$ cat src/rtl/seq_multiplier.sv
// seq_multiplier: iterative shift-add WIDTH x WIDTH -> 2*WIDTH multiplier, signed or unsigned per operation.
// Latency: WIDTH+2 edges from the accepting edge to done; data-dependent when SEQ_MULT_EARLY_TERM_EN is defined.
// Backpressure: start is ignored while busy or done is high; there is no queueing.
module seq_multiplier #(
    parameter int WIDTH = 64
) (
    input  logic               clk,
    input  logic               rst_n,
    input  logic               start,
    input  logic               signed_mode,
    input  logic [WIDTH-1:0]   mult_1,
    input  logic [WIDTH-1:0]   mult_2,
    output logic               busy,
    output logic               done,
    output logic [2*WIDTH-1:0] product,
    output logic               ovr
);
    localparam int CW = $clog2(WIDTH) + 1;
    localparam logic [WIDTH-1:0]   ONE_W  = {{(WIDTH-1){1'b0}}, 1'b1};
    localparam logic [2*WIDTH-1:0] ONE_2W = {{(2*WIDTH-1){1'b0}}, 1'b1};

    typedef enum logic [1:0] {IDLE, RUN, FIX, DONE} state_t;

    state_t             state, state_nxt;
    logic [2*WIDTH:0]   acc, acc_nxt, acc_add, acc_step;
    logic [WIDTH:0]     upper_sum;
    logic [WIDTH-1:0]   mcand, m1_mag, m2_mag;
    logic [CW-1:0]      cnt;
    logic               neg, sgn, accept, last;
    logic [2*WIDTH-1:0] prod_fix;
    logic               ovr_fix;

    assign accept = (state == IDLE) && start && !done;
    assign busy   = (state != IDLE);
    assign last   = (cnt == CW'(WIDTH - 1));

    assign m1_mag = (signed_mode && mult_1[WIDTH-1]) ? (~mult_1 + ONE_W) : mult_1;
    assign m2_mag = (signed_mode && mult_2[WIDTH-1]) ? (~mult_2 + ONE_W) : mult_2;

    assign upper_sum = acc[2*WIDTH:WIDTH] + {1'b0, mcand};
    assign acc_add   = acc[0] ? {upper_sum, acc[WIDTH-1:0]} : acc;
    assign acc_step  = acc_add >> 1;

    assign prod_fix = neg ? (~acc[2*WIDTH-1:0] + ONE_2W) : acc[2*WIDTH-1:0];
    // Signed result fits when the top WIDTH+1 bits are a pure sign extension.
    assign ovr_fix  = sgn ? ~((&prod_fix[2*WIDTH-1:WIDTH-1]) | ~(|prod_fix[2*WIDTH-1:WIDTH-1]))
                          : (|prod_fix[2*WIDTH-1:WIDTH]);

`ifdef SEQ_MULT_EARLY_TERM_EN
    logic [WIDTH-1:0] rem_mask;
    logic             rem_zero;
    // After cnt shifts the unconsumed multiplier bits sit in acc[WIDTH-1-cnt:0].
    assign rem_mask = {WIDTH{1'b1}} >> cnt;
    assign rem_zero = ((acc[WIDTH-1:0] & rem_mask) == '0);
`endif

    always_ff @(posedge clk or negedge rst_n) begin
        if (!rst_n) state <= IDLE;
        else        state <= state_nxt;
    end

    always_comb begin
        state_nxt = state;
        acc_nxt   = acc;
        unique case (state)
            IDLE: if (accept) state_nxt = RUN;
            RUN: begin
`ifdef SEQ_MULT_EARLY_TERM_EN
                if (rem_zero) begin
                    acc_nxt   = acc >> (CW'(WIDTH) - cnt);
                    state_nxt = FIX;
                end else begin
                    acc_nxt = acc_step;
                    if (last) state_nxt = FIX;
                end
`else
                acc_nxt = acc_step;
                if (last) state_nxt = FIX;
`endif
            end
            FIX:     state_nxt = DONE;
            DONE:    state_nxt = IDLE;
            default: state_nxt = IDLE;
        endcase
    end

    always_ff @(posedge clk or negedge rst_n) begin
        if (!rst_n) begin
            acc     <= '0;
            mcand   <= '0;
            cnt     <= '0;
            neg     <= 1'b0;
            sgn     <= 1'b0;
            product <= '0;
            ovr     <= 1'b0;
            done    <= 1'b0;
        end else begin
            done <= (state == DONE);
            if (accept) begin
                acc   <= {{(WIDTH+1){1'b0}}, m2_mag};
                mcand <= m1_mag;
                cnt   <= '0;
                sgn   <= signed_mode;
                // A zero operand forces a positive result so no negation is applied.
                neg   <= signed_mode & (mult_1[WIDTH-1] ^ mult_2[WIDTH-1]) & (|mult_1) & (|mult_2);
            end else if (state == RUN) begin
                acc <= acc_nxt;
                cnt <= cnt + CW'(1);
            end
            if (state == FIX) begin
                product <= prod_fix;
                ovr     <= ovr_fix;
            end
        end
    end
endmodule

$ cat config.mk
export PLATFORM = sky130hd
export DESIGN_NAME = seq_multiplier
export DESIGN_NICKNAME = d
export VERILOG_FILES = /design/src/rtl/seq_multiplier.sv
export SDC_FILE = /design/constraint.sdc
export NUM_CORES = 1
export LEC_CHECK = 0
export BUFFER_PORTS_ARGS = -buffer_cell sky130_fd_sc_hd__buf_2
export CAP_MARGIN = 10
export CORE_ASPECT_RATIO = 1.25
export CORE_MARGIN = 2
export CORE_UTILIZATION = 55
export CTS_CLUSTER_SIZE = 14
export DETAILED_ROUTE_END_ITERATION = 10
export PLACE_DENSITY_LB_ADDON = 0.08
export SYNTH_ARGS = -nofsm -noshare
export SYNTH_HDL_FRONTEND = slang
export SYNTH_SLANG_ARGS = --single-unit
$ cat constraint.sdc
create_clock -name clk -period 7.7 [get_ports clk]
set_input_delay 0.77 -clock clk [delete_from_list [all_inputs] [get_ports clk]]
set_output_delay 0.77 -clock clk [all_outputs]
set_load 0.02 [all_outputs]
## Word level (Yosys, flattened, before mapping)

Index checks and enable logic that the tools add are counted.

| word-level totals | value |
|---|---|
| register bits after elaboration | 334 |
| latch bits | 0 |
| bits in writable memories | 0 |
| bits in read-only memories | 0 |
| output and inout bits | 131 |
| memories | 0 |

| operators by class | value |
|---|---|
| add/subtract/negate cells | 5 |
| $mul | 0 |
| div/mod/pow operators | 0 |
| order comparisons | 0 |
| equality and inequality tests | 6 |
| shift-type cells | 0 |
| muxes and demuxes | 12 |
| bitwise gates (word level) | 10 |
| reductions and logical operators | 14 |

Operators with widths:

| operator | count |
|---|---|
| two-way mux 129 bit | 3 |
| OR reduction 64 bit | 3 |
| adder 128 x 1 -> 128 bit (second input constant) | 1 |
| adder 64 x 1 -> 64 bit (second input constant) | 2 |
| two-way mux 128 bit | 1 |
| two-way mux 64 bit | 2 |
| NOT 128 bit | 1 |
| NOT 64 bit | 2 |
| adder 65 x 64 -> 65 bit | 1 |
| AND reduction 65 bit | 1 |
| OR reduction 65 bit | 1 |
| two-way mux 7 bit | 2 |
| one-hot mux 2 bit (4 select lines) | 1 |
| adder 7 x 1 -> 7 bit (second input constant) | 1 |
| == test 7 x 6 -> 1 bit (second input constant) | 1 |
| == test 2 bit (second input constant) | 2 |
| logical AND 1 bit | 4 |
| two-way mux 2 bit | 2 |
| != test 2 bit (second input constant) | 2 |
| nonzero test 2 bit | 2 |
| bitwise AND 1 bit | 3 |
| == test 2 x 1 -> 1 bit (second input constant) | 1 |
| zero test 2 bit | 1 |
| NOT 1 bit | 2 |
| 5 further kinds | 5 |

## Depth between registers and ports, before layout

Gate-level depths: netlist of run 1.

| depth | value |
|---|---|
| depth after elaboration | 8 |
| gate-level depth with buffers | 16 |
| depth with buffers taken out | 13 |

## Worst setup path after synthesis of run 1

OpenSTA, ideal clock, no wires.

| path | value |
|---|---|
| path kind | input to register |
| start | input mult_1[18] |
| end | register mcand[62] |
| library setup time | 136 ps |
| arrival time | 4208 ps |
| slack | 3357 ps |
| stages | 11 |
| cells stage by stage | or4_1 nor4_1 or3b_2 or3_1 or3_1 nor4_2 nand2_1 or4_1 o41ai_1 xor2_1 o21ai_0 |

| on the way | value |
|---|---|
| cells in the longest elaborated chain, start to end | 3 |

Ends and longest elaborated chain:

| item | RTL line | RTL |
|---|---|---|
| from (decl) | 11 | `input logic [WIDTH-1:0] mult_1,` |
| NOT 64 bit | 37 | `assign m1_mag = (signed_mode && mult_1[WIDTH-1]) ? (~mult_1 + ONE_W) : mult_1;` |
| adder 64 x 1 -> 64 bit | 37 |  |
| two-way mux 64 bit | 37 |  |
| to (signal assigned) | 101 | `mcand <= m1_mag;` |
| to (decl) | 27 | `logic [WIDTH-1:0] mcand, m1_mag, m2_mag;` |

Every way passes these cells.
A chain may end at the register's enable or synchronous reset.

## Worst setup path in the final report of run 1

| path | value |
|---|---|
| start | register acc[16] |
| end | register ovr |

| on the way | value |
|---|---|
| cells in the longest elaborated chain, start to end | 8 |
| elaborated cells between the ends (all ways) | 10 |

Ends and longest elaborated chain:

| item | RTL line | RTL |
|---|---|---|
| from (decl) | 25 | `logic [2*WIDTH:0] acc, acc_nxt, acc_add, acc_step;` |
| from (signal assigned) | 100 | `acc <= {{(WIDTH+1){1'b0}}, m2_mag};` |
| from (signal assigned) | 107 | `acc <= acc_nxt;` |
| NOT 128 bit (*) | 44 | `assign prod_fix = neg ? (~acc[2*WIDTH-1:0] + ONE_2W) : acc[2*WIDTH-1:0];` |
| adder 128 x 1 -> 128 bit (*) | 44 |  |
| two-way mux 128 bit (*) | 44 |  |
| OR reduction 65 bit | 46 | `assign ovr_fix = sgn ? ~((&prod_fix[2*WIDTH-1:WIDTH-1]) \| ~(\|prod_fix[2*WIDTH-1:WIDTH-1]))` |
| NOT 1 bit | 46 |  |
| bitwise OR 1 bit | 46 |  |
| NOT 1 bit | 46 |  |
| two-way mux 1 bit (*) | 46 |  |
| to (signal assigned) | 112 | `ovr <= ovr_fix;` |
| to (decl) | 16 | `output logic ovr` |

Mark *: on every way between the ends. The rest lies on a longest branch, timed or not.

==> key figures, run 1 <==
Logic synthesis
  • Number of synthesized flops with an enable pin: 0
  • Most instantiated cells after synthesis: dfrtp_1 (333), nor2_1 (272), o21ai_0 (269)
  • Synth warnings: 0
  • Yosys top cell by area: dfrtp_1
  • Yosys reg bits: 333
  • Ys async rst share: 1.00
  • Total nets after synthesis: 2,928
  • Synth top area share: 0.364
  • Top_reg_cell synth: dfrtp_1
  • Post-Syn Area: 0.0229 mm2
  • Syn_area_per_cell: 8.41 um2
  • Synth Instances: 2,722
  • Synth unique cells: 66
  • Dominant cell by count in the synthesized netlist: dfrtp_1
  • Top cells by area, synth: dfrtp_1 (36%), xor2_1 (7.4%), o21ai_0 (5.9%)
  • Seq/Total Area, Yosys: 0.364

Place
  • Placer Congestion: 0.978
  • Dpl hpwl: 53.2 mm
  • Pre-CTS worst setup slack: 2700 ps
  • Port bufs: 262

Setup path
  • CP dominant cell by count: or4_1
  • Critical path buffers and inverters: 0
  • Required @ worst endpoint: 8140 ps
  • Setup Crit Path Kind: reg -> reg
  • Cell family contributing the most delay on the critical path: simple AND/OR/NAND/NOR gates
  • Critical path capture point type: flip-flop
  • Reg-to-reg slack, setup: 2720 ps
  • Slowest cell on the critical path: nor4_1
  • Worst-path maximum fanout: 14
  • Worst r2r src: acc[16]$_DFFE_PN0P_
  • R2R depth: 11
  • Capture point of the worst reg-to-reg path: ovr$_DFFE_PN0P_
  • Worst path max stage delay: 650 ps
  • Critical path launch point type: flip-flop
  • Crit-path cells: or4_1 -> nor4_1 -> and2_1 -> nand4_1 -> o31ai_1 -> xnor2_1 -> or4_1 -> or4_1 -> nor4_1 -> a41o_1 -> a21oi_1
  • CP Data Arrival Time: 5420 ps

Global routing
  • Initial antenna violation count: 1
  • Gr usage total: 0.320
  • Busiest grt layer: met2
  • Met2 Usage GRT: 0.566
  • Largest net degree at the start of global routing: 166
  • Vias in the first global route: 20,351
  • First-pass GRT wire length: 111 mm
  • GR Layer Usage met3: 0.0437
  • M1 GR Usage: 0.387
  • Overflow after GRT: 0

Floorplan
  • Die ar.: 0.0433 mm2
  • Io pins: 263
  • Die height: 232 um
  • Core area: 0.0411 mm2
  • Die W: 186 um
  • Starting Density: 0.557
  • Row cnt: 83

STA
  • Min setup slack post-route: 2720 ps
  • Max transition margin: 0.262
  • Fin crit share: 0.647
  • Max Transition Viols Final: 0
  • Fmax: 0.201 GHz
  • RSZ-0062 raised after global routing: no
  • Final setup fails: 0
  • Worst slew pin tran: 1100 ps
  • Clk_skew: 21.7 ps
  • Fin crit period: 4980 ps
  • Final Hold Vio Count: 0
  • Fin Setup TNS: 0 ps

Clock tree
  • CTS max path bufs: 3
  • Hold_buf cts: 0
  • CTS Root Cell: clkbuf_16
  • Skew-Pair Late Insertion Delay: 570 ps
  • Htree depth: 2
  • Clock transition at path regs: 70 ps
  • Post-cts sizing count: 0
  • TritonCTS Buffers: 37
  • CTS tree: yes
  • Setup Buffers After CTS: 0
  • CTS Sinks: 333

Status
  • Status: completed

Routing
  • Avg WL per Cell: 20.4 um
  • TritonRoute pass-1 iters: 5
  • Iter 0 DRT Violations: 1,558
  • Drt drc: 0
  • Avg Vias per Cell: 6.11
  • Antenna Violating Nets Remaining: 0
  • WL final: 70.8 mm
  • Via count: 21,168

Layout
  • Final-stage net count: 3,094
  • Post-layout util: 0.625
  • Antenna diode count: 0
  • Synth-to-layout area growth: 12.3%
  • Share of cells above drive strength 1: 0.131

Flow run
  • Maxcap violations: 0

Power
  • Power per cell area: 146 mW/mm2
  • Max VDD drop: 0.136 mV
  • Leakage Power: 12.2 nW

Hold path
  • Type of the worst min-delay path: in -> async
[registers in the layout, summed over array words and instances (netlist names)]
register / flops
acc: 128
product: 128
mcand: 64
cnt: 7
state: 2
done: 1
neg: 1
ovr: 1
sgn: 1
[final cells by class]
class                      instances  area, um2
clock buffer                      52       1080
clock inverter                    12        123
fill                            3645      15400
inverter                          46        173
multi-input combinational       2188      13800
sequential                       333       8340
tap                              552        691
timing repair buffer             282       1480
[through the flow]
stage | total power, W | hold WS [ps] | area (um2) | instances
floorplan | 0.00187 | 438 | 22900 | 2722
global placement | 0.00198 | 453 | 24500 | 3401
detailed placement | 0.00198 | 456 | 24500 | 3401
CTS | 0.00377 | 283 | 25700 | 3465
global route | 0.00386 | 312 | 25700 | 3465
finish | 0.00374 | 238 | 25700 | 3465
[worst register-to-register path, delay by kind of cell (launching register included)]
kind / cells / cell delay (ps)
xor+xnor: 1 / 160
simple gates: 7 / 3490
compound gates: 3 / 790
flops: 1 / 430
[cells in the final DEF, fill, tap and decap left out, types with 7 or more instances in the layout]
cell / instances
buf_2: 261
o41ai_1: 27
nand4_1: 38
o31ai_1: 60
o211ai_1: 10
a21oi_1: 260
a211oi_1: 39
nand3_1: 53
or4_1: 30
inv_1: 46
xor2_1: 193
xnor2_1: 112
a21o_1: 34
and3_1: 15
buf_4: 19
o21a_1: 11
nor4_1: 44
clkbuf_16: 39
and2_1: 10
nand4b_1: 7
mux2_2: 14
nor3_1: 57
nor2b_1: 20
ha_1: 71
dfrtp_1: 331
o21bai_1: 8
nor2_1: 271
o21ai_0: 269
nand2b_1: 23
or3_1: 41
or2_2: 11
a31oi_1: 35
nand2_1: 248
mux2i_1: 105
o22ai_1: 9
clkbuf_1: 7
[cell families (layout without fill, tap and decap cells)]
kind of cell               after synthesis  in the layout  synth area share
muxes                                  119            119            0.0528
AOI/OAI and AO/OA                      793            793             0.204
adders and majority gates               74             74            0.0408
buffers and inverters                  201            392            0.0336
and+or+nand+nor                        897            897             0.188
xor gates and xnor gates               305            305             0.117
DFF                                    333            333             0.364
[worst max path at each step]
stage                     slack [ps]                    end           startpoint  cells after the start
after floorplan                 3360  mcand[62]$_DFFE_PN0P_           mult_1[18]                     11
after global placement          2780  mcand[62]$_DFFE_PN0P_           mult_1[18]                     12
after detailed placement        2700  mcand[62]$_DFFE_PN0P_           mult_1[18]                     12
after CTS                       2730        ovr$_DFFE_PN0P_  acc[11]$_DFFE_PN0P_                     11
after global routing            2570        ovr$_DFFE_PN0P_  acc[10]$_DFFE_PN0P_                     11
final                           2720        ovr$_DFFE_PN0P_  acc[16]$_DFFE_PN0P_                     11
[power breakdown]
group	total, W	switching [W]	internal, W	leakage [nW]
registers	0.00175	0	0.00175	4.41
logic	0.000198	0.000125	0.0000729	7.19
clock network	0.00180	0.000745	0.00105	0.593
total	0.00374	0.000870	0.00287	12.2
[routing by layer]
| metal | up-vias | wire length (um) |
|---|---|---|
| li1 | 10156 | - |
| met1 | 10075 | 28400 |
| met2 | 759 | 35100 |
| met3 | 176 | 3860 |
| met4 | 2 | 3350 |
| met5 | - | 10 |
Power figures use the tool's default switching activity.
==> inputs of run 2 (changes only) <==
--- a/config.mk
+++ b/config.mk
@@ -9,7 +9,7 @@
 export CAP_MARGIN = 10
 export CORE_ASPECT_RATIO = 1.25
 export CORE_MARGIN = 2
-export CORE_UTILIZATION = 55
+export CORE_UTILIZATION = 54
 export CTS_CLUSTER_SIZE = 14
 export DETAILED_ROUTE_END_ITERATION = 10
 export PLACE_DENSITY_LB_ADDON = 0.08
==> constraint.sdc (replaced) <==
create_clock -name clk -period 4.1 [get_ports clk]
set_input_delay 0.41 -clock clk [delete_from_list [all_inputs] [get_ports clk]]
set_output_delay 0.41 -clock clk [all_outputs]
set_load 0.02 [all_outputs]
==> run 2 against run 1 <==
Compared with the run above:
- the flow now finishes with violations (negative setup slack)
- maximum frequency rose by 21%
- core utilization increased by 3.8 points
- sequential share of layout area shrank 2.4 points
- first-iteration DRC count shrank 9.1%
- routed wire length grew 5.9%
- cell count is 7.7% higher
- sequential cell count stayed put
- cell area grew 8.1%
- non-clock buffer count rose by 254
- critical path depth stayed put
- largest cell class unchanged
- largest power group unchanged
==> key figures, run 2 (same netlist as run 1, synthesis figures left out) <==
Floorplan
  • Die ar.: 0.0441 mm2 (+1.8%)
  • Row cnt: 84 (+1.2%)
  • Io pins: 263 (unchanged)
  • Die W: 188 um (+0.90%)
  • Die height: 234 um (+0.90%)
  • Starting Density: 0.546 (-0.0108)
  • Core area: 0.0419 mm2 (+2.0%)

Hold path
  • Worst Hold Path EP: mcand[63]$_DFFE_PN0P_
  • Hold depth: 3
  • Type of the worst min-delay path: in -> reg
  • Hold Crit Start: mult_1[63]

Flow run
  • Maxcap violations: 0 (unchanged)

Clock tree
  • Htree depth: 2 (unchanged)
  • CTS Root Cell: clkbuf_16
  • Skew-Pair Late Insertion Delay: 550 ps (-20 ps)
  • CTS tree: yes
  • TritonCTS Buffers: 38 (+2.7%)
  • CTS max path bufs: 3 (unchanged)
  • CTS Sinks: 333 (unchanged)
  • Clock transition at path regs: 70 ps (about the same)

STA
  • Min setup slack post-route: -0.0799 ps (-2720 ps)
  • Max transition margin: 0.268 (+0.00624)
  • Worst slew pin tran: 1100 ps (-9.34 ps)
  • Fmax: 0.244 GHz (+21%)
  • Clk_skew: 25.0 ps (+3.30 ps)
  • RSZ-0062 raised after global routing: yes
  • Fin crit period: 4100 ps (-880 ps)
  • Final setup fails: 1 (+1)
  • Max Transition Viols Final: 0 (unchanged)
  • Final Hold Vio Count: 0 (unchanged)
  • Fin crit share: 1.00 (+0.353)

Status
  • Failing checks: negative setup slack
  • Status: finished, violations left

Power
  • Switch share: 0.239 (+0.00683)
  • Combinational share of power: 0.055 (+0.002)
  • Max VDD drop: 0.282 mV (+110%)
  • P_sw: 0.00168 W (+93%)
  • Power Total: 0.00703 W (+88%)
  • Clock Power Share: 0.477 (-0.003)
  • Reg power frac: 0.468 (about the same)
  • Int Power: 0.00535 W (+86%)
  • Power per cell area: 253 mW/mm2 (+74%)
  • Leakage Power: 13.5 nW (+10%)

Place
  • Port bufs: 262 (unchanged)
  • Dpl hpwl: 57.7 mm (+8.4%)
  • Placer Congestion: 1.00 (+2.2%)

Routing
  • TritonRoute pass-1 iters: 5 (unchanged)
  • Avg WL per Cell: 20.1 um (-1.7%)
  • WL final: 75.0 mm (+5.9%)
  • Antenna Violating Nets Remaining: 0 (unchanged)
  • Via count: 22,310 (+5.4%)
  • Drt drc: 0 (unchanged)
  • Iter 0 DRT Violations: 1,417 (-9.1%)
  • Avg Vias per Cell: 5.98 (-2.2%)

Setup path
  • Worst r2r src: acc[55]$_DFFE_PN0P_
  • CP Data Arrival Time: 4520 ps (-900 ps)
  • Reg-to-reg slack, setup: -0.08 ps (-2720 ps)
  • Critical path launch point type: flip-flop
  • Setup Crit Path Kind: reg -> reg
  • Critical path capture point type: flip-flop
  • Capture point of the worst reg-to-reg path: ovr$_DFFE_PN0P_
  • R2R depth: 11 (unchanged)
  • Required @ worst endpoint: 4520 ps (-3620 ps)
  • Worst path max stage delay: 560 ps (-90 ps)
  • Crit-path cells: or4_4 -> or4_4 -> or3_1 -> or4_1 -> o21ai_1 -> xnor2_1 -> or4_1 -> or4_1 -> nor4_2 -> a41o_1 -> a21oi_1
  • CP dominant cell by count: or4_1
  • Worst-path maximum fanout: 3 (-11)
  • Slowest cell on the critical path: or4_4

Layout
  • Post-layout util: 0.663 (+0.0376)
  • Area of the multi-input gates: 0.0139 mm2 (+0.56%)
  • Most frequent cells in the layout: dfrtp_1 (331), nor2_1 (271), o21ai_0 (266), buf_4 (266), buf_2 (261)
  • Share of cells above drive strength 1: 0.208 (+0.0761)
  • Register Area: 0.00834 mm2 (unchanged)
  • Synth-to-layout area growth: 21.4%
  • Fillers: 3,630 (-0.41%)
  • Final-stage net count: 3,349 (+8.2%)
  • Commonest non-fill, non-tap cell in the layout: dfrtp_1
  • Largest regs: acc (128), product (128), mcand (64)

Global routing
  • Overflow after GRT: 0 (unchanged)
  • Largest net degree at the start of global routing: 148 (-11%)
  • First-pass GRT wire length: 118 mm (+6.7%)
  • Vias in the first global route: 21,888 (+7.6%)
  • Gr usage total: 0.335 (+0.0153)
  • Initial antenna violation count: 0 (-1)
==> run 2: cell count changes in the layout (fill, tap and decap cells not counted), moves of 3 or more <==
cell | before | now
or4_4 | 3 | 7
buf_4 | 19 | 266
clkinv_2 | 6 | 11
clkbuf_1 | 7 | 3
diode_2 | 0 | 4
buf_12 | 1 | 7
nor4_2 | 1 | 4
o21ai_0 | 269 | 266
or4_1 | 30 | 26
nor4_1 | 44 | 41
clkinvlp_4 | 2 | 6
==> run 2: how the worst max path moves through the flow <==
| stage | start | end | cells after the start |
|---|---|---|---|
| after floorplan | acc[0]$_DFFE_PN0P_ | ovr$_DFFE_PN0P_ | 15 |
| after global placement | acc[11]$_DFFE_PN0P_ | ovr$_DFFE_PN0P_ | 11 |
| after detailed placement | acc[11]$_DFFE_PN0P_ | ovr$_DFFE_PN0P_ | 11 |
| after CTS | acc[55]$_DFFE_PN0P_ | ovr$_DFFE_PN0P_ | 11 |
| after global routing | acc[17]$_DFFE_PN0P_ | ovr$_DFFE_PN0P_ | 11 |
| final | acc[55]$_DFFE_PN0P_ | ovr$_DFFE_PN0P_ | 11 |
==> run 2: worst max-delay path: cells and delay by family (launching register included) <==
kind                      cells  cell delay (ps)
and+or+nand+nor               7             3050
AOI/OAI and AO/OA             3              410
xor gates and xnor gates      1              110
DFF                           1              390
==> run 2: power groups by stage <==
stage                     sequential [W]  clock (W)  combinational (W)
final                            0.00329    0.00335           0.000387
after global routing             0.00328    0.00353           0.000433
after CTS                        0.00329    0.00340           0.000390
after detailed placement         0.00335          0           0.000385
after global placement           0.00335          0           0.000379
after floorplan                  0.00335          0           0.000159
==> run 2: per-layer routing <==
layer | track usage | part of all wire
met1 | 0.410 | 0.40
met2 | 0.602 | 0.50
met3 | 0.0347 | 0.052
met4 | 0.146 | 0.044
met5 | 0 | 0
==> run 2: metrics by stage <==
step                hold slack, ps  instances  area, um2  setup slack (ps)  TNS, ps
finish                         129       3733      27800           -0.0799  -0.0799
global route                   151       3729      27800              -113     -113
CTS                            120       3728      27700              17.1        0
detailed placement             443       3660      26500              -251    -1460
global placement               428       3660      26500              -221     -804
floorplan                      114       2722      22900              9.26        0
==> run 2: what timing repair did <==
action | 4_1_cts | 5_1_grt
pin swaps | 1 | 2
hold endpoints to repair | 72 | 0
hold buffers | 1 | 0
endpoints found under the setup margin | 1 | 8
resized for setup | 6 | 14
buffers inserted | 0 | 1
==> run 2: final cells by class <==
class	count	share of cell area
clock inverters	19	0.00500
diodes	4	0.000360
inverters	46	0.00621
multi-input cells	2188	0.500
well taps	559	0.0252
clock buffers	48	0.0385
repair buffers	536	0.125
flip-flops and latches	333	0.300
==> inputs of run 3 (changes only) <==
--- a/config.mk
+++ b/config.mk
@@ -7,9 +7,11 @@
 export LEC_CHECK = 0
 export BUFFER_PORTS_ARGS = -buffer_cell sky130_fd_sc_hd__buf_2
 export CAP_MARGIN = 10
+export CELL_PAD_IN_SITES_DETAIL_PLACEMENT = 0
+export CELL_PAD_IN_SITES_GLOBAL_PLACEMENT = 1
 export CORE_ASPECT_RATIO = 1.25
 export CORE_MARGIN = 2
-export CORE_UTILIZATION = 54
+export CORE_UTILIZATION = 41
 export CTS_CLUSTER_SIZE = 14
 export DETAILED_ROUTE_END_ITERATION = 10
 export PLACE_DENSITY_LB_ADDON = 0.08
==> run 3 against run 2 <==
Compared with the run above:
- the flow still finishes with violations (negative setup slack)
- clock power is 9.3% higher
- global-route usage fell by 5.4 points
- sequential power is essentially flat
- via count decreased by 0.54%
- largest cell class unchanged
- sequential cell count unchanged
- first-iteration DRC count up 0.99%
- power is 4.5% higher
- sequential share of layout area down 0.88 points
==> key figures, run 3 (same netlist as run 1, synthesis figures left out) <==
STA
  • Fmax: 0.243 GHz (-0.30%)
  • Final Hold Vio Count: 0 (unchanged)
  • RSZ-0062 raised after global routing: yes
  • Min setup slack post-route: -12.6 ps (-12.5 ps)
  • Clk_skew: 23.6 ps (-1.43 ps)
  • Fin crit share: 1.00 (+0.00305)
  • Fin Setup TNS: -12.6 ps (-12.5 ps)
  • Final setup fails: 1 (unchanged)
  • Max transition margin: 0.249 (-0.0194)
  • Max Transition Viols Final: 0 (unchanged)
  • Worst slew pin tran: 1130 ps (+31.7 ps)
  • Fin crit period: 4110 ps (+12.5 ps)

Setup path
  • Worst-path maximum fanout: 4 (+1)
  • Reg-to-reg slack, setup: -10 ps (about the same)
  • CP Data Arrival Time: 4580 ps (+60 ps)
  • Critical path capture point type: flip-flop
  • Critical path launch point type: flip-flop
  • Setup Crit Path Kind: reg -> reg
  • Required @ worst endpoint: 4570 ps (+50 ps)
  • Worst r2r src: acc[55]$_DFFE_PN0P_
  • Capture point of the worst reg-to-reg path: ovr$_DFFE_PN0P_
  • R2R depth: 12 (+1)

Routing
  • TritonRoute pass-1 iters: 6 (+1)
  • Iter 0 DRT Violations: 1,431 (+0.99%)
  • Antenna Violating Nets Remaining: 0 (unchanged)
  • Drt drc: 0 (unchanged)
  • Avg Vias per Cell: 5.58 (-6.6%)
  • Avg WL per Cell: 20.7 um (+3.3%)
  • WL final: 82.4 mm (+10%)
  • Via count: 22,190 (-0.54%)

Floorplan
  • Die W: 215 um (+14%)
  • Core area: 0.0550 mm2 (+31%)
  • Starting Density: 0.416 (-0.130)
  • Row cnt: 96 (+14%)
  • Io pins: 263 (unchanged)
  • Die ar.: 0.0577 mm2 (+31%)
  • Die height: 268 um (+15%)

Flow run
  • Maxcap violations: 0 (unchanged)

Power
  • Leakage Power: 13.8 nW (+2.8%)
  • Power per cell area: 256 mW/mm2 (+1.4%)
  • Max VDD drop: 0.233 mV (-18%)
  • Power Total: 0.00734 W (+4.5%)

Place
  • Dpl hpwl: 64.5 mm (+12%)
  • Port bufs: 262 (unchanged)
  • Placer Congestion: 0.923 (-7.6%)

Clock tree
  • Clock transition at path regs: 70 ps (about the same)
  • CTS tree: yes
  • CTS Root Cell: clkbuf_16
  • Htree depth: 2 (unchanged)
  • CTS max path bufs: 3 (unchanged)
  • CTS Sinks: 333 (unchanged)
  • Skew-Pair Late Insertion Delay: 590 ps (+40 ps)
  • TritonCTS Buffers: 41 (+7.9%)

Layout
  • Post-layout util: 0.521 (-0.142)
  • Share of cells above drive strength 1: 0.224 (+0.0165)
  • Largest regs: acc (128), product (128), mcand (64)
  • Antenna diode count: 0 (-4)
  • Final-stage net count: 3,416 (+2.0%)
  • Most frequent cells in the layout: dfrtp_1 (331), buf_4 (331), nor2_1 (271)
  • Synth-to-layout area growth: 25.1%

Global routing
  • First-pass GRT wire length: 127 mm (+7.7%)
  • Largest net degree at the start of global routing: 129 (-13%)
  • Initial antenna violation count: 0 (unchanged)
  • Gr usage total: 0.282 (-0.0539)
  • Overflow after GRT: 0 (unchanged)
  • Vias in the first global route: 21,953 (+0.30%)

Hold path
  • Hold Crit Start: mult_1[36]
  • Worst Hold Path EP: mcand[36]$_DFFE_PN0P_
  • Hold depth: 3 (unchanged)
  • Type of the worst min-delay path: in -> reg

Status
  • Status: finished, violations left
  • Failing checks: negative setup slack
## run 3: cell types whose count changed in the layout (fill, tap and decap cells not counted), moves of 3 or more
cell / delta
buf_4: +65
diode_2: -4
clkbuf_1: +3
clkinv_2: -5
## run 3: metal layers
layer	vias up	GRT usage	routed length (um)	part of all wire
li1	10804	-	-	-
met1	10646	0.345	34500	0.42
met2	575	0.497	40800	0.49
met3	165	0.0354	3490	0.042
met4	0	0.124	3660	0.044
met5	-	0	0	0
## run 3: worst max path at each step
stage / endpoint / depth (start not counted) / slack (ps) / from
final: ovr$_DFFE_PN0P_ / 12 / -10 / acc[55]$_DFFE_PN0P_
after floorplan: ovr$_DFFE_PN0P_ / 15 / 9 / acc[0]$_DFFE_PN0P_
after detailed placement: mcand[58]$_DFFE_PN0P_ / 14 / -320 / mult_1[18]
after global routing: ovr$_DFFE_PN0P_ / 13 / -130 / acc[11]$_DFFE_PN0P_
after CTS: ovr$_DFFE_PN0P_ / 12 / 4 / acc[17]$_DFFE_PN0P_
after global placement: mcand[60]$_DFFE_PN0P_ / 14 / -310 / mult_1[18]
## run 3: report_power, final
group	switching (W)	internal, W
sequential	0	0.00329
combinational	0.000251	0.000148
clock	0.00153	0.00212
total	0.00179	0.00556
## run 3: what timing repair did
action / CTS / global route
resized for setup: 4 / 20
buffers inserted: 1 / 1
hold buffers: 1 / 0
setup endpoints to repair: 1 / 10
pin swaps: 3 / 10
endpoints found under the hold margin: 55 / 0
cloned: 0 / 0
## run 3: critical path, cell delays in order (launching register included)
cell and delay (ps):
dfrtp_1 380, or4_1 590, or4_4 480, or3_1 370
or4_1 460, buf_4 180, o21ai_0 300, xor2_1 320
nand3_1 110, or3_1 320, nor3_1 240, a41o_1 190
a21oi_1 40
## run 3: final cells by class
| cell class | count | area [um2] |
|---|---|---|
| Inverter | 46 | 173 |
| Sequential cell | 333 | 8340 |
| Tap cell | 735 | 920 |
| Timing Repair Buffer | 600 | 3940 |
| Multi-Input combinational cell | 2188 | 13900 |
| Clock inverter | 18 | 180 |
| Fill cell | 5404 | 26400 |
| Clock buffer | 55 | 1160 |
## run 3: per-stage QoR
stage	worst slack, ps	cells	hold WS (ps)	cell area, um2
6_report	-12.6	3975	140	28600
5_1_grt	-135	3975	141	28600
4_1_cts	4.45	3974	122	28500
3_5_place_dp	-321	3899	479	27200
3_3_place_gp	-314	3899	470	27200
2_1_floorplan	9.26	2722	114	22900
